`src/rtl/prod_acc_pkg.sv`:
```
// Shared types and constants for the product accumulator stage.
// The accumulator consumes products from the 4x4 array multiplier.
package prod_acc_pkg;

  localparam int unsigned PROD_W_DEF = 8;
  localparam int unsigned ACC_W_DEF  = 16;
  localparam int unsigned LEN_DEF    = 4;

  localparam logic [ACC_W_DEF-1:0] SAT_MAX = '1;

  // The count register must be able to hold LEN itself, not just LEN-1.
  function automatic int unsigned cnt_w(input int unsigned len);
    return $clog2(len + 1);
  endfunction

  typedef enum logic [0:0] {
    ACCUM = 1'b0,
    HOLD  = 1'b1
  } state_e;

endpackage

```
`src/rtl/sat_adder.sv`:
```
// Unsigned adder that clamps to all-ones and reports when the true sum did not fit.
module sat_adder #(
  parameter int unsigned W = 16
) (
  input  logic [W-1:0] a,
  input  logic [W-1:0] b,
  output logic [W-1:0] sum,
  output logic         ovf
);

  logic [W:0] full;

  always_comb begin
    full = {1'b0, a} + {1'b0, b};
    ovf  = full[W];
    sum  = full[W] ? '1 : full[W-1:0];
  end

endmodule

```
`src/rtl/prod_accumulator.sv`:
```
// Accumulates up to LEN multiplier products per frame into a saturating sum and
// presents each frame result on a registered valid/ready output.
module prod_accumulator
  import prod_acc_pkg::*;
#(
  parameter  int unsigned PROD_W = PROD_W_DEF,
  parameter  int unsigned ACC_W  = ACC_W_DEF,
  parameter  int unsigned LEN    = LEN_DEF,
  localparam int unsigned CNT_W  = cnt_w(LEN)
) (
  input  logic              clk,
  input  logic              rst_n,
  input  logic              in_valid,
  output logic              in_ready,
  input  logic [PROD_W-1:0] in_prod,
  input  logic              in_last,
  output logic              out_valid,
  input  logic              out_ready,
  output logic [ACC_W-1:0]  out_sum,
  output logic [CNT_W-1:0]  out_count,
  output logic              out_ovf
);

  state_e             state_q, state_d;
  logic [ACC_W-1:0]   acc_q, acc_d;
  logic [CNT_W-1:0]   cnt_q, cnt_d;
  logic               ovf_q, ovf_d;

  logic [ACC_W-1:0]   add_sum;
  logic               add_ovf;
  logic [CNT_W-1:0]   cnt_inc;

  sat_adder #(.W(ACC_W)) u_sat_adder (
    .a   (acc_q),
    .b   (ACC_W'(in_prod)),
    .sum (add_sum),
    .ovf (add_ovf)
  );

  assign cnt_inc = cnt_q + CNT_W'(1);

  always_comb begin
    state_d = state_q;
    acc_d   = acc_q;
    cnt_d   = cnt_q;
    ovf_d   = ovf_q;
    unique case (state_q)
      ACCUM: begin
        if (in_valid) begin
          acc_d = add_sum;
          cnt_d = cnt_inc;
          ovf_d = ovf_q | add_ovf;
          if (cnt_inc == CNT_W'(LEN) || in_last) state_d = HOLD;
        end
      end
      HOLD: begin
        // Clearing on the output transfer keeps the next frame from seeing stale state.
        if (out_ready) begin
          acc_d   = '0;
          cnt_d   = '0;
          ovf_d   = 1'b0;
          state_d = ACCUM;
        end
      end
    endcase
  end

  always_ff @(posedge clk or negedge rst_n) begin
    if (!rst_n) begin
      state_q <= ACCUM;
      acc_q   <= '0;
      cnt_q   <= '0;
      ovf_q   <= 1'b0;
    end else begin
      state_q <= state_d;
      acc_q   <= acc_d;
      cnt_q   <= cnt_d;
      ovf_q   <= ovf_d;
    end
  end

  assign in_ready  = (state_q == ACCUM);
  assign out_valid = (state_q == HOLD);
  assign out_sum   = acc_q;
  assign out_count = cnt_q;
  assign out_ovf   = ovf_q;

endmodule

```
`config.mk`:
```
export PLATFORM = sky130hd
export DESIGN_NAME = prod_accumulator
export DESIGN_NICKNAME = d
export VERILOG_FILES = /design/src/rtl/prod_acc_pkg.sv /design/src/rtl/sat_adder.sv /design/src/rtl/prod_accumulator.sv
export SDC_FILE = /design/constraint.sdc
export NUM_CORES = 1
export LEC_CHECK = 0
export ABC_AREA = 1
export CAP_MARGIN = 20
export CORE_MARGIN = 3
export CORE_UTILIZATION = 50
export CTS_BUF_LIST = sky130_fd_sc_hd__clkbuf_4
export DETAILED_ROUTE_END_ITERATION = 16
export GPL_TIMING_DRIVEN = 0
export PLACE_DENSITY = 0.81
export SLEW_MARGIN = 15
export SYNTH_ARGS = -nofsm -noshare
export SYNTH_HDL_FRONTEND = slang
export SYNTH_SLANG_ARGS = --single-unit
```
`constraint.sdc`:
```
create_clock -name clk -period 5.47 [get_ports clk]
set_input_delay 0.8205 -clock clk [delete_from_list [all_inputs] [get_ports clk]]
set_output_delay 0.8205 -clock clk [all_outputs]
set_load 0.01 [all_outputs]
```
==> impl_metrics.yaml, run 1 <==
run_status:
  status: "complete, no violations"
critical_path:
  critical_path_arrival_ns: 2.75
  regToRegSetupSlack_ns: 3.40
  path_cells: "clkdlybuf4s50_1, ha_1, fa_1, nand3_1, nand3_1, nand3_2, nand2_2, nand3_4, buf_6, o211ai_2"
  timing.rr.start: "out_sum[0]"
  worst_path_max_delay_cell: "sky130_fd_sc_hd__fa_1"
  worstSetupEndpointType: "register"
  worstPathMaxFanout: 10
  cp-start-kind: "primary input"
  crit_path_max_incr_delay_ns: 0.44
  crit_type: "in2reg"
  worstPathBufferInverterCount: 2
  worst_r2r_path_depth: 9
  critical_path_s_most_frequent_cell: "sky130_fd_sc_hd__nand3_1"
  r2r_end: "out_sum[4]"
  critical_path_s_top_delay_family: "adder cells"
  cp.required_ns: 5.67
cts:
  numCtsBuffers: 3
  clk_pin_slew_worst_paths_ns: 0.13
  cts_tree: "built"
  buffer_levels_on_the_longest_clock_path: 2
  h-tree-depth: 1
  cts_setup_buffers: 0
  post_cts_resize_count: 0
  cts_root_buffer: "sky130_fd_sc_hd__clkbuf_4"
  clock-sinks: 21
  postCtsHoldBufs: 0
  insertion_delay_ns: 0.32
cells_and_area:
  multi_input_area_um2: 998
  antenna_cells_inserted: 0
  drive_gt1_frac: 0.0961
  finished_layout_cell_area_um2: 2110
  most-common-layout-cells: "sky130_fd_sc_hd__nand2_1, sky130_fd_sc_hd__clkdlybuf4s50_1, sky130_fd_sc_hd__inv_1"
  n_fill_cell: 285
  finalNetCount: 306
  layout-area-overhead-vs-synth_pct: 26.3
  layout.cells.most_common: "sky130_fd_sc_hd__nand2_1"
  area.sequential_um2: 526
yosys:
  synth_fp_nets: 266
  syn-cell-area_um2: 1670
  syn_inst: 242
  asyncSetResetFlopFracSynth: 1.00
  ys_warn_count: 0
  netlist-cell-type-count: 25
  syn-mean-instance-area_um2: 6.91
  synthFlopType: "sky130_fd_sc_hd__dfrtp_1"
  seq_area_frac_synth: 0.314
  ys_ff_latch: 21
  synth-edff-count: 0
sta:
  max_slew.worst_pin.slew_ns: 0.492
  finalHoldViolations: 0
  clock-skew-final_ns: 0.0122
  max_freq_mhz: 392
  rsz0062_at_grt: "false"
  setup_tns_ns: 0
  final_max_tran_viols: 0
  worst_slew_margin_rel: 0.671
  finalSetupViolCount: 0
  min_period_ns: 2.55
  post-route-period-util: 0.466
  final.hold.worst_slack_ns: 0.506
placed_design:
  hpwlAfterDp_mm: 2.97
  gp_congestion: 0.892
  port_buffers: 34
  postPlaceCellArea_um2: 2070
die:
  placeableCoreArea_um2: 3130
  top_level_ports: 35
  width_of_the_die_um: 63.8
  initial_utilization: 0.534
  num_rows: 20
  chipHeight_um: 63.8
  die-area_um2: 4070
grt:
  grt_pass1_wl_mm: 6.69
  grt_start_max_net_pins: 22
  grt_antenna_before_repair: 0
  grt.total_usage: 0.205
  globalRouteOverflowTotal: 0
  via_count_of_the_first_global_routing_pass: 1518
hold_path:
  whs_path_depth: 2
  hold-path-endpoint: "out_ovf"
  min-delay-start: "out_ovf"
  min_delay_path_class: "reg2reg"
power_and_ir_drop:
  p_leak_uw: 0.00115
  power_per_cell_area_nw_per_um2: 385
  worst_ir_drop_vdd_v: 0.000248
detailed_routing:
  dr_total_vias: 1607
  drt-total-wl_mm: 3.89
  drc: 0
  post_dr_wirelength_cell_um: 12.0
  drt_iter0_markers: 43
  avgViaCountPerCell: 4.94
  drt_first_pass_iters: 4
  drtAntennaViolNets: 0
run:
  cap_violations: 0
==> cells by family (layout without fill, tap and decap cells) <==
kind of cell / after synthesis / in the layout / share of synthesized area
fa+ha+maj: 11 / 11 / 0.0868
flops: 21 / 21 / 0.314
simple gates: 158 / 158 / 0.439
buf+inv: 35 / 74 / 0.0883
compound gates: 17 / 17 / 0.0711
==> cell type report <==
class / count / share of cell area
multi-input cells: 186 / 0.473
flip-flops and latches: 21 / 0.249
repair buffers: 35 / 0.168
inverters: 32 / 0.0569
well taps: 44 / 0.0261
clock buffers: 4 / 0.0142
plain buffers: 3 / 0.0130
==> per-layer routing <==
metal / part of all wire / track usage / vias up / wire length (um)
met4: 0.0087 / 0.0485 / 0 / 34
met5: 0 / 0 / - / 0
met3: 0.039 / 0.0387 / 5 / 152
met1: 0.47 / 0.260 / 732 / 1830
li1: - / - / 842 / -
met2: 0.48 / 0.357 / 28 / 1870
==> synthesized netlist by cell type (2+ instances only) <==
library cell	instances	area share
sky130_fd_sc_hd__nor2_1	14	0.031
sky130_fd_sc_hd__nand2_1	103	0.23
sky130_fd_sc_hd__o211ai_2	2	0.015
sky130_fd_sc_hd__and2_1	3	0.011
sky130_fd_sc_hd__o21ai_0	6	0.018
sky130_fd_sc_hd__a21oi_1	6	0.018
sky130_fd_sc_hd__dfrtp_1	21	0.31
sky130_fd_sc_hd__inv_2	3	0.0067
sky130_fd_sc_hd__ha_1	10	0.075
sky130_fd_sc_hd__nand3_2	8	0.048
sky130_fd_sc_hd__nand3b_1	4	0.018
sky130_fd_sc_hd__inv_1	29	0.065
sky130_fd_sc_hd__buf_6	2	0.013
sky130_fd_sc_hd__nand3_1	17	0.051
sky130_fd_sc_hd__nand4_1	3	0.011
sky130_fd_sc_hd__nand2_2	2	0.0075
==> through the flow <==
stage	instances	power (uW)	setup WS (ns)	util
after global routing	325	889	2.79	0.675
final	325	814	2.92	0.675
after CTS	324	817	2.91	0.670
after global placement	320	718	2.58	0.661
after floorplan	242	548	3.19	-
after detailed placement	320	731	2.56	0.661
==> flip-flops by register name, summed over array words and instances (netlist names) <==
register / flops
out_valid: 1
out_sum: 16
out_count: 3
out_ovf: 1
==> tightest hold or removal path, delay by kind of cell, from the launching register on <==
family / cells / cell delay [ns]
flops: 1 / 0.38
simple gates: 2 / 0.10
==> where the power goes <==
group / leakage, uW / internal, uW / switching (uW)
Clock: 0.0000184 / 33.5 / 51.2
Combinational: 0.000855 / 216 / 253
Sequential: 0.000274 / 203 / 57.5
Total: 0.00115 / 452 / 361
==> worst max-delay path by stage <==
stage                     from          to  slack (ns)  cells past startpoint
floorplan           in_prod[0]  out_sum[3]        3.19                      9
global placement    in_prod[0]  out_sum[4]        2.58                     10
detailed placement  in_prod[0]  out_sum[3]        2.56                     10
CTS                 in_prod[0]  out_sum[4]        2.91                     10
global route        in_prod[0]  out_sum[7]        2.79                     10
finish              in_prod[0]  out_sum[4]        2.92                     10
Note: power is estimated with default switching activity, not from simulation.
==> run 2, diff against run 1 <==
Settings changed: CORE_UTILIZATION 50 to 48, PLACE_DENSITY 0.81 to 0.82.
Clock period 5.47 ns to 2.3 ns, I/O delays scaled along.
==> run 2 against run 1 <==
Compared with the run above: wire length up 1.2%; register-to-register slack worse by 3.2 ns; clock skew down 0.0070 ns; sequential share of layout area up 0.21 points; critical path depth unchanged; cell count down 0.31%; sequential cell count unchanged; first-iteration DRC count up 35%; largest power group unchanged; highest routed layer unchanged.
==> impl_metrics.yaml, run 2 (same netlist as run 1, synthesis figures left out) <==
grt:
  grt_antenna_before_repair: 0
  grt_pass1_wl_mm: 6.74
  grt_start_max_net_pins: 22
  grt.total_usage: 0.204
  globalRouteOverflowTotal: 0
  via_count_of_the_first_global_routing_pass: 1549
cts:
  numCtsBuffers: 3
  clk_pin_slew_worst_paths_ns: 0.13
  clock-sinks: 21
  postCtsHoldBufs: 0
  cts_setup_buffers: 0
  cts_root_buffer: "sky130_fd_sc_hd__clkbuf_4"
  cts_tree: "built"
  insertion_delay_ns: 0.32
  h-tree-depth: 1
  buffer_levels_on_the_longest_clock_path: 2
  post_cts_resize_count: 0
cells_and_area:
  finished_layout_cell_area_um2: 2090
  largest_reg_flops: 16
  layout.cells.most_common: "sky130_fd_sc_hd__nand2_1"
  n_fill_cell: 284
  finalNetCount: 305
  antenna_cells_inserted: 0
  layout-area-overhead-vs-synth_pct: 25.3
  drive_gt1_frac: 0.0929
  most-common-layout-cells: "sky130_fd_sc_hd__nand2_1, sky130_fd_sc_hd__clkdlybuf4s50_1, sky130_fd_sc_hd__inv_1"
  post_layout_nonfiller_instances: 324
detailed_routing:
  drc: 0
  post_dr_wirelength_cell_um: 12.1
  drt-total-wl_mm: 3.94
  detail_route.wirelength.met1_mm: 1.82
  dr_wl_met2_mm: 1.82
  highest_layer: "met4"
  avgViaCountPerCell: 5.08
  met3_wirelength_um: 240
  drtAntennaViolNets: 0
  dr_total_vias: 1646
  drt_iter0_markers: 58
  drt_first_pass_iters: 4
sta:
  max_freq_mhz: 473
  post-route-worst-setup-slack_ns: 0.186
  finalHoldViolations: 0
  worst_slew_margin_rel: 0.330
  min_period_ns: 2.11
  rsz0062_at_grt: "false"
  max_slew.worst_pin.slew_ns: 1.00
  post-route-period-util: 0.919
  clock-skew-final_ns: 0.00521
  final_max_tran_viols: 0
  finalSetupViolCount: 0
critical_path:
  critical_path_arrival_ns: 2.33
  crit_type: "in2reg"
  cp.required_ns: 2.51
  regToRegSetupSlack_ns: 0.20
  worstPathMaxFanout: 10
  cp-start-kind: "primary input"
  worstSetupEndpointType: "register"
power_and_ir_drop:
  worst_ir_drop_vdd_v: 0.000571
  p_leak_uw: 0.00114
  power_per_cell_area_nw_per_um2: 921
die:
  width_of_the_die_um: 65.0
  num_rows: 20
  die-area_um2: 4230
  initial_utilization: 0.526
  top_level_ports: 35
  chipHeight_um: 65.0
  placeableCoreArea_um2: 3180
placed_design:
  hpwlAfterDp_mm: 3.00
  dp_slack_ns: -0.159
  postPlaceCellArea_um2: 2070
  gp_congestion: 0.860
  place.detailed.instances: 320
  port_buffers: 34
run:
  cap_violations: 0
hold_path:
  min_delay_path_class: "reg2reg"
run_status:
  status: "complete, no violations"
-- run 2: cell count changes in the layout (fill, tap and decap cells not counted) --
cell	before	now
sky130_fd_sc_hd__buf_8	1	0
sky130_fd_sc_hd__clkbuf_4	4	3
sky130_fd_sc_hd__clkinv_2	0	1
-- run 2: layout make-up --
class,count,area (um2),share of cell area
inverter,32,120,0.0573
multi-input combinational,186,998,0.477
clock buffer,3,22.5,0.0108
timing repair buffer,34,340,0.162
tap,44,55.1,0.0263
sequential,21,526,0.251
clock inverter,1,5.00,0.00239
buffer,3,27.5,0.0131
-- run 2: stage by stage --
step | total power (uW) | hold WS, ns | setup TNS, ns | util
after floorplan | 1300 | 0.0494 | 0 | -
after global placement | 1700 | 0.468 | -1.08 | 0.650
after detailed placement | 1730 | 0.479 | -1.54 | 0.650
after CTS | 1940 | 0.511 | 0 | 0.659
after global routing | 2100 | 0.524 | 0 | 0.659
final | 1930 | 0.508 | 0 | 0.659
-- run 2: metal layers --
metal	GRT usage	up-vias
met5	0	-
met4	0.0674	0
met3	0.0485	7
met2	0.332	48
met1	0.267	746
li1	-	845
-- run 2: critical path: stages --
cell	delay (ns)
sky130_fd_sc_hd__clkdlybuf4s50_1	0.40
sky130_fd_sc_hd__ha_1	0.22
sky130_fd_sc_hd__fa_1	0.45
sky130_fd_sc_hd__nand3_1	0.12
sky130_fd_sc_hd__nand3_1	0.17
sky130_fd_sc_hd__nand3_2	0.14
sky130_fd_sc_hd__nand2_2	0.08
sky130_fd_sc_hd__nand3_4	0.11
sky130_fd_sc_hd__buf_6	0.18
sky130_fd_sc_hd__o211ai_2	0.09
-- run 2: worst paths after layout --
kind,from,endpoint,cells after the start
max in group asynchronous,rst_n,out_sum[14],1
min in group asynchronous,rst_n,out_count[2],1
worst max register to register,out_sum[0],out_sum[3],9
worst max-delay path,in_prod[0],out_sum[3],10
worst min-delay path,out_ovf,out_ovf,2
worst min register to register,out_ovf,out_ovf,2
-- run 2: report_power, final --
| part | switching [uW] | leakage (uW) | internal, uW |
|---|---|---|---|
| clock | 129 | 0.0000177 | 65.2 |
| sequential | 132 | 0.000274 | 483 |
| combinational | 610 | 0.000847 | 510 |
| total | 870 | 0.00114 | 1060 |
==> run 3, diff against run 2 <==
Settings changed: CAP_MARGIN 20 to not set.
==> results of run 3 <==
The final DEF is identical to that of run 2; final timing and power are the same.
